File: config.mk
export PLATFORM = sky130hd
export DESIGN_NAME = interrupt_sequencer_flat
export DESIGN_NICKNAME = d
export VERILOG_FILES = /design/src/rtl/interrupt_sequencer_if.sv /design/src/rtl/interrupt_sequencer.sv /design/src/flat_wrapper.sv
export SDC_FILE = /design/constraint.sdc
export NUM_CORES = 1
export LEC_CHECK = 0
export ABC_AREA = 1
export CAP_MARGIN = 0
export CELL_PAD_IN_SITES_DETAIL_PLACEMENT = 1
export CELL_PAD_IN_SITES_GLOBAL_PLACEMENT = 1
export CORE_UTILIZATION = 25
export CTS_BUF_LIST = sky130_fd_sc_hd__clkbuf_2 sky130_fd_sc_hd__clkbuf_4 sky130_fd_sc_hd__clkbuf_8
export DETAILED_ROUTE_END_ITERATION = 10
export HOLD_SLACK_MARGIN = 0.08
export PLACE_DENSITY = 0.83
export SKIP_LAST_GASP = 1
export SLEW_MARGIN = 40
export SYNTH_ARGS = -nofsm -noshare
export SYNTH_HDL_FRONTEND = slang
export SYNTH_SLANG_ARGS = --single-unit
export TNS_END_PERCENT = 20
File: constraint.sdc
create_clock -name clk -period 2.4 [get_ports clk]
set_input_delay 0.48 -clock clk [delete_from_list [all_inputs] [get_ports clk]]
set_output_delay 0.48 -clock clk [all_outputs]
set_load 0.02 [all_outputs]
File: src/rtl/interrupt_sequencer_if.sv
// CPU memory bus shared by the interrupt sequencer and memory.
// The sequencer is the master whenever busy is high.
interface interrupt_sequencer_if;
    logic        busy;
    logic [15:0] addr;
    logic [7:0]  data_out;
    logic        read_write;
    logic [7:0]  data_in;

    modport master (
        output busy,
        output addr,
        output data_out,
        output read_write,
        input  data_in
    );

    modport slave (
        input  busy,
        input  addr,
        input  data_out,
        input  read_write,
        output data_in
    );
endinterface

File: src/rtl/interrupt_sequencer.sv
// 6502 reset/IRQ/NMI entry sequencer: pushes PC and P, then loads PC from a vector.
// Define INTSEQ_NMI_EN to include the NMI edge detector and NMI vector selection.
module interrupt_sequencer (
    input  logic                          clk,
    input  logic                          rst_n,
    input  logic                          nmi_n,
    input  logic                          irq_n,
    input  logic                          i_flag,
    input  logic                          instr_boundary,
    input  logic [15:0]                   pc,
    input  logic [7:0]                    status,
    input  logic [7:0]                    sp,
    interrupt_sequencer_if.master         bus,
    output logic                          sp_decrement,
    output logic                          pcl_load,
    output logic                          pch_load,
    output logic                          set_i
);
    localparam logic [15:0] NMI_VECTOR   = 16'hFFFA;
    localparam logic [15:0] RESET_VECTOR = 16'hFFFC;
    localparam logic [15:0] IRQ_VECTOR   = 16'hFFFE;
    localparam logic [7:0]  STACK_PAGE   = 8'h01;

    typedef enum logic [3:0] {
        RESET, RST_L, RST_H, IDLE,
        PUSH_PCH, PUSH_PCL, PUSH_P, VEC_L, VEC_H
    } state_t;

    typedef enum logic {KIND_IRQ = 1'b0, KIND_NMI = 1'b1} kind_t;

    state_t      state_reg, state_next;
    kind_t       kind_reg;
    logic [15:0] pc_hold_reg;
    logic        nmi_pending;
    logic        take;
    logic [15:0] vec_base;

    // The external PC register consumes data_in directly; B and the unused bit
    // are forced in the pushed P, so status[5:4] never reach the bus.
    logic [7:0] data_in_unused;
    logic [1:0] status_unused;
    assign data_in_unused = bus.data_in;
    assign status_unused  = status[5:4];

    assign take = (state_reg == IDLE) && instr_boundary &&
                  (nmi_pending || (!irq_n && !i_flag));

`ifdef INTSEQ_NMI_EN
    logic nmi_prev_reg;
    logic nmi_edge;

    assign nmi_edge = nmi_prev_reg && !nmi_n;

    // A fresh edge in the take cycle wins over clearing the request being served.
    always_ff @(posedge clk or negedge rst_n) begin
        if (!rst_n) begin
            nmi_prev_reg <= 1'b1;
            nmi_pending  <= 1'b0;
        end else begin
            nmi_prev_reg <= nmi_n;
            if (nmi_edge)
                nmi_pending <= 1'b1;
            else if (take && nmi_pending)
                nmi_pending <= 1'b0;
        end
    end
`else
    logic nmi_n_unused;
    assign nmi_n_unused = nmi_n;
    assign nmi_pending  = 1'b0;
`endif

    always_ff @(posedge clk or negedge rst_n) begin
        if (!rst_n) begin
            state_reg   <= RESET;
            pc_hold_reg <= 16'h0000;
            kind_reg    <= KIND_IRQ;
        end else begin
            state_reg <= state_next;
            if (take) begin
                pc_hold_reg <= pc;
                kind_reg    <= nmi_pending ? KIND_NMI : KIND_IRQ;
            end
        end
    end

    assign vec_base = (kind_reg == KIND_NMI) ? NMI_VECTOR : IRQ_VECTOR;

    always_comb begin
        state_next     = state_reg;
        bus.busy       = 1'b1;
        bus.addr       = 16'h0000;
        bus.data_out   = 8'h00;
        bus.read_write = 1'b0;
        sp_decrement   = 1'b0;
        pcl_load       = 1'b0;
        pch_load       = 1'b0;
        set_i          = 1'b0;
        case (state_reg)
            RESET: begin
                bus.addr   = RESET_VECTOR;
                state_next = RST_L;
            end
            RST_L: begin
                bus.addr   = RESET_VECTOR;
                pcl_load   = 1'b1;
                state_next = RST_H;
            end
            RST_H: begin
                bus.addr   = RESET_VECTOR + 16'd1;
                pch_load   = 1'b1;
                state_next = IDLE;
            end
            IDLE: begin
                bus.busy = take;
                if (take)
                    state_next = PUSH_PCH;
            end
            PUSH_PCH: begin
                bus.addr       = {STACK_PAGE, sp};
                bus.data_out   = pc_hold_reg[15:8];
                bus.read_write = 1'b1;
                sp_decrement   = 1'b1;
                state_next     = PUSH_PCL;
            end
            PUSH_PCL: begin
                bus.addr       = {STACK_PAGE, sp};
                bus.data_out   = pc_hold_reg[7:0];
                bus.read_write = 1'b1;
                sp_decrement   = 1'b1;
                state_next     = PUSH_P;
            end
            PUSH_P: begin
                bus.addr       = {STACK_PAGE, sp};
                bus.data_out   = {status[7:6], 1'b1, 1'b0, status[3:0]};
                bus.read_write = 1'b1;
                sp_decrement   = 1'b1;
                state_next     = VEC_L;
            end
            VEC_L: begin
                bus.addr   = vec_base;
                pcl_load   = 1'b1;
                set_i      = 1'b1;
                state_next = VEC_H;
            end
            VEC_H: begin
                bus.addr   = vec_base + 16'd1;
                pch_load   = 1'b1;
                state_next = IDLE;
            end
            default: begin
                state_next = RESET;
            end
        endcase
    end
endmodule

File: src/flat_wrapper.sv
// flat-port wrapper written by rule: the top's interface ports become plain ports
module interrupt_sequencer_flat 
  (clk, rst_n, nmi_n, irq_n, i_flag, instr_boundary, pc, status, sp, sp_decrement, pcl_load, pch_load, set_i, bus_busy, bus_addr, bus_data_out, bus_read_write, bus_data_in);
  interrupt_sequencer_if bus_i ();
  input  logic clk;
  input  logic rst_n;
  input  logic nmi_n;
  input  logic irq_n;
  input  logic i_flag;
  input  logic instr_boundary;
  input  logic [15:0] pc;
  input  logic [7:0] status;
  input  logic [7:0] sp;
  output logic sp_decrement;
  output logic pcl_load;
  output logic pch_load;
  output logic set_i;
  output wire logic [$bits(bus_i.busy)-1:0] bus_busy;
  output wire logic [$bits(bus_i.addr)-1:0] bus_addr;
  output wire logic [$bits(bus_i.data_out)-1:0] bus_data_out;
  output wire logic [$bits(bus_i.read_write)-1:0] bus_read_write;
  input wire logic [$bits(bus_i.data_in)-1:0] bus_data_in;
  assign bus_busy = bus_i.busy;
  assign bus_addr = bus_i.addr;
  assign bus_data_out = bus_i.data_out;
  assign bus_read_write = bus_i.read_write;
  assign bus_i.data_in = bus_data_in;
  interrupt_sequencer u_core (.clk(clk), .rst_n(rst_n), .nmi_n(nmi_n), .irq_n(irq_n), .i_flag(i_flag), .instr_boundary(instr_boundary), .pc(pc), .status(status), .sp(sp), .bus(bus_i), .sp_decrement(sp_decrement), .pcl_load(pcl_load), .pch_load(pch_load), .set_i(set_i));
endmodule
==> summary.md <==
| Metric | Value |
|---|---|
| Critical Path Fanout Max | 6 |
| Clock-pin slew on the worst setup and hold paths | 80 ps |
| #FFs+latches synth | 20 |
| Peak Freq | 395 MHz |
| Total power | 2660 µW |
| Antenna violations before repair | 0 |
| Final setup vio count | 16 |
| Clock Root Buffer | clkbuf_8 |
| Net Switching | 1230 µW |
| CP max-delay cell | clkdlybuf4s50_1 |
| Critical Path Most Common Cell | buf_4 |
| Final Hold Vio Count | 0 |
| Max-cap violations | 0 |
| Seq pwr share | 22.6% |
| Drt total wl | 3740 µm |
| Post-CTS resize count | 5 |
| Worst hold slack | 473 ps |
| Setup Buffers After CTS | 0 |
| Vias per cell | 4.64 |
| Top post-synthesis cells by area | dfrtp_1 41%, nand2_1 19%, nand3_1 14% |
| Clock Skews | 3.09 ps |
| CP Data Required Time | 1920 ps |
| Part of the cycle the worst path needs | 106% |
| Commonest non-fill, non-tap cells in the layout | 63 x nand2_1, 54 x clkdlybuf4s50_1, 34 x nand3_1 |
| Hold depth | 2 |
| Fin crit period | 2530 ps |
| Die area | 5140 µm² |
| Max FFs per register | 16 |
| TritonRoute pass-1 iters | 4 |
| Largest net degree at the start of global routing | 21 |
| Number of global-route vias before repair | 1401 |
| Core Rows | 24 |
| H-tree levels | 1 |
| Post-route insts no fill | 290 |
| Clock Power Share | 9.8% |
| # hold bufs at CTS | 0 |
| Leading cell type in the layout, fill and taps excluded | nand2_1 |
| I/O pins | 76 |
| Violated checks | negative setup slack |
| Sw frac | 46.1% |
| Avg Synthesized Cell Area | 7.32 µm² |
| Share of cells above drive strength 1 | 12.6% |
| CP endpoint kind | primary output |
| Area grow syn2layout | 65.3% |
| Critical path type | reg -> out |
| Critical path startpoint | u_core.state_reg[3] |
| Gr ovfl total | 0 |
| CTS Buf Count | 3 |
| Routed vias | 1346 |
| Mapped Area | 1210 µm² |
| Crit Reg-Reg Startpoint | u_core.state_reg[3] |
| Core footprint | 4500 µm² |
| Antenna Cells | 0 |
| Hold_sp | u_core.pc_hold_reg[11] |
| Post-synth top area cell | dfrtp_1 |
| Cell Int Power | 1430 µW |
| Syn nets | 212 |
| Worst slew pin tran | 479 ps |
| Mapped Cells | 166 |
| Placed cell count | 286 |
| Routed length per placed instance | 12.9 µm |
| LEAKAGE | 0.00102 µW |
| Pins over their slew limit | 0 |
| Overall die width | 71.7 µm |
| Clock latency on the worst-skew pair | 260 ps |
| Max Buffers Root-to-Sink | 2 |
| RSZ-0062 raised after global routing | true |
| PD cells | 1320 nW/µm² |
| Status | complete, but fails checks |
| HPWL Detailed | 3050 µm |
| Worst-path cell chain | inv_2 > nand2_2 > buf_4 > nor3_1 > buf_4 > nand2_1 > nand3_1 > clkdlybuf4s50_1 |
| IO Port Bufs | 64 |
| R2r setup slk | 1060 ps |
| Critical Path AT | 2050 ps |
| Distinct cells, synth | 18 |
| Tightest Hold Check Type | reg -> reg |
| Clk sinks | 20 |
| DRC Markers | 0 |
| Worst path depth | 8 |
| First-pass GRT wire length | 6510 µm |
| Initial drt markers | 37 |
| RePlAce Congestion | 0.799 |
| Antenna Nets Post-Route | 0 |
| Buffers plus inverters on the worst setup path | 4 |
| Slew HR | 67.7% |
| Share of the synthesized area in the top cell type | 41.2% |
| CP Launch Type | flop |
| # nets final | 285 |
| Synth warnings | 0 |
| Total GRT Usage | 16.1% |
| Crit-path leading delay family | buffers and inverters |
| Max VDD drop | 0.000547 V |
| CP peak stage delay | 610 ps |
| Starting Density | 27.0% |
| Combinational power share | 67.6% |
| Final Worst Setup Slack | -133 ps |
| Die height | 71.7 µm |
| CTS tree | done |
| Post-synthesis sequential area ratio | 41.2% |
| FF-to-FF path depth | 8 |
power groups by stage:
stage	registers [µW]	clock network (µW)	logic (µW)
global route	620	276	1960
detailed placement	605	0	1900
finish	600	261	1800
global placement	591	0	1850
CTS	600	267	1840
floorplan	577	0	1140
logic make-up (layout without fill, tap and decap cells):
group / Yosys count / after routing / synth area share (%)
and+or+nand+nor: 119 / 119 / 46.0
DFF: 20 / 20 / 41.2
buffers and inverters: 20 / 92 / 9.89
AOI/OAI and AO/OA: 7 / 7 / 2.88
worst register-to-register path, delay by kind of cell, from the launching register on:
family,cells,cell delay [ps]
buf+inv,3,460
simple gates,5,350
flops,1,430
path summary, 6_finish.rpt:
kind | to
setup / recovery | bus_data_out[2]
hold / removal | u_core.pc_hold_reg[11]
setup reg to reg | u_core.pc_hold_reg[3]
hold reg to reg | u_core.pc_hold_reg[11]
max in group asynchronous | u_core.state_reg[2]
min in group asynchronous | u_core.pc_hold_reg[15]
Yosys cell counts:
| cell type | number |
|---|---|
| nand2_1 | 63 |
| inv_2 | 3 |
| buf_6 | 1 |
| o21ai_0 | 5 |
| dfrtp_1 | 20 |
| nand4_1 | 6 |
| nor3_4 | 1 |
| nor2_8 | 1 |
| nand3_1 | 34 |
| buf_4 | 10 |
| nand2_4 | 1 |
| nor2_4 | 1 |
| a21oi_1 | 2 |
| inv_1 | 6 |
| nand2_2 | 3 |
| nor3_1 | 1 |
| nor2_1 | 7 |
| nor2_2 | 1 |
through the flow:
stage | area, µm² | setup WS [ps] | util, % | setup TNS [ps]
finish | 2010 | -133 | 44.6 | -1470
global route | 2010 | -245 | 44.6 | -3680
CTS | 2000 | -201 | 44.3 | -2560
detailed placement | 1950 | -14.6 | 43.2 | -14.6
global placement | 1950 | 21.4 | 43.2 | 0
floorplan | 1210 | 77.4 | - | 0
metal layers:
layer,GRT usage (%),vias up,wire length (µm)
li1,-,680,-
met1,18.7,610,1630
met2,30.4,51,1860
met3,2.53,5,213
met4,4.58,0,41
met5,0,-,0
layout make-up:
| cell class | count | area, µm² |
|---|---|---|
| tap | 52 | 65.1 |
| inverter | 9 | 33.8 |
| clock buffer | 4 | 55.1 |
| multi-input combinational | 126 | 594 |
| sequential | 20 | 500 |
| timing repair buffer | 79 | 759 |
| fill | 583 | 2500 |
(Power assumes the default switching activity.)
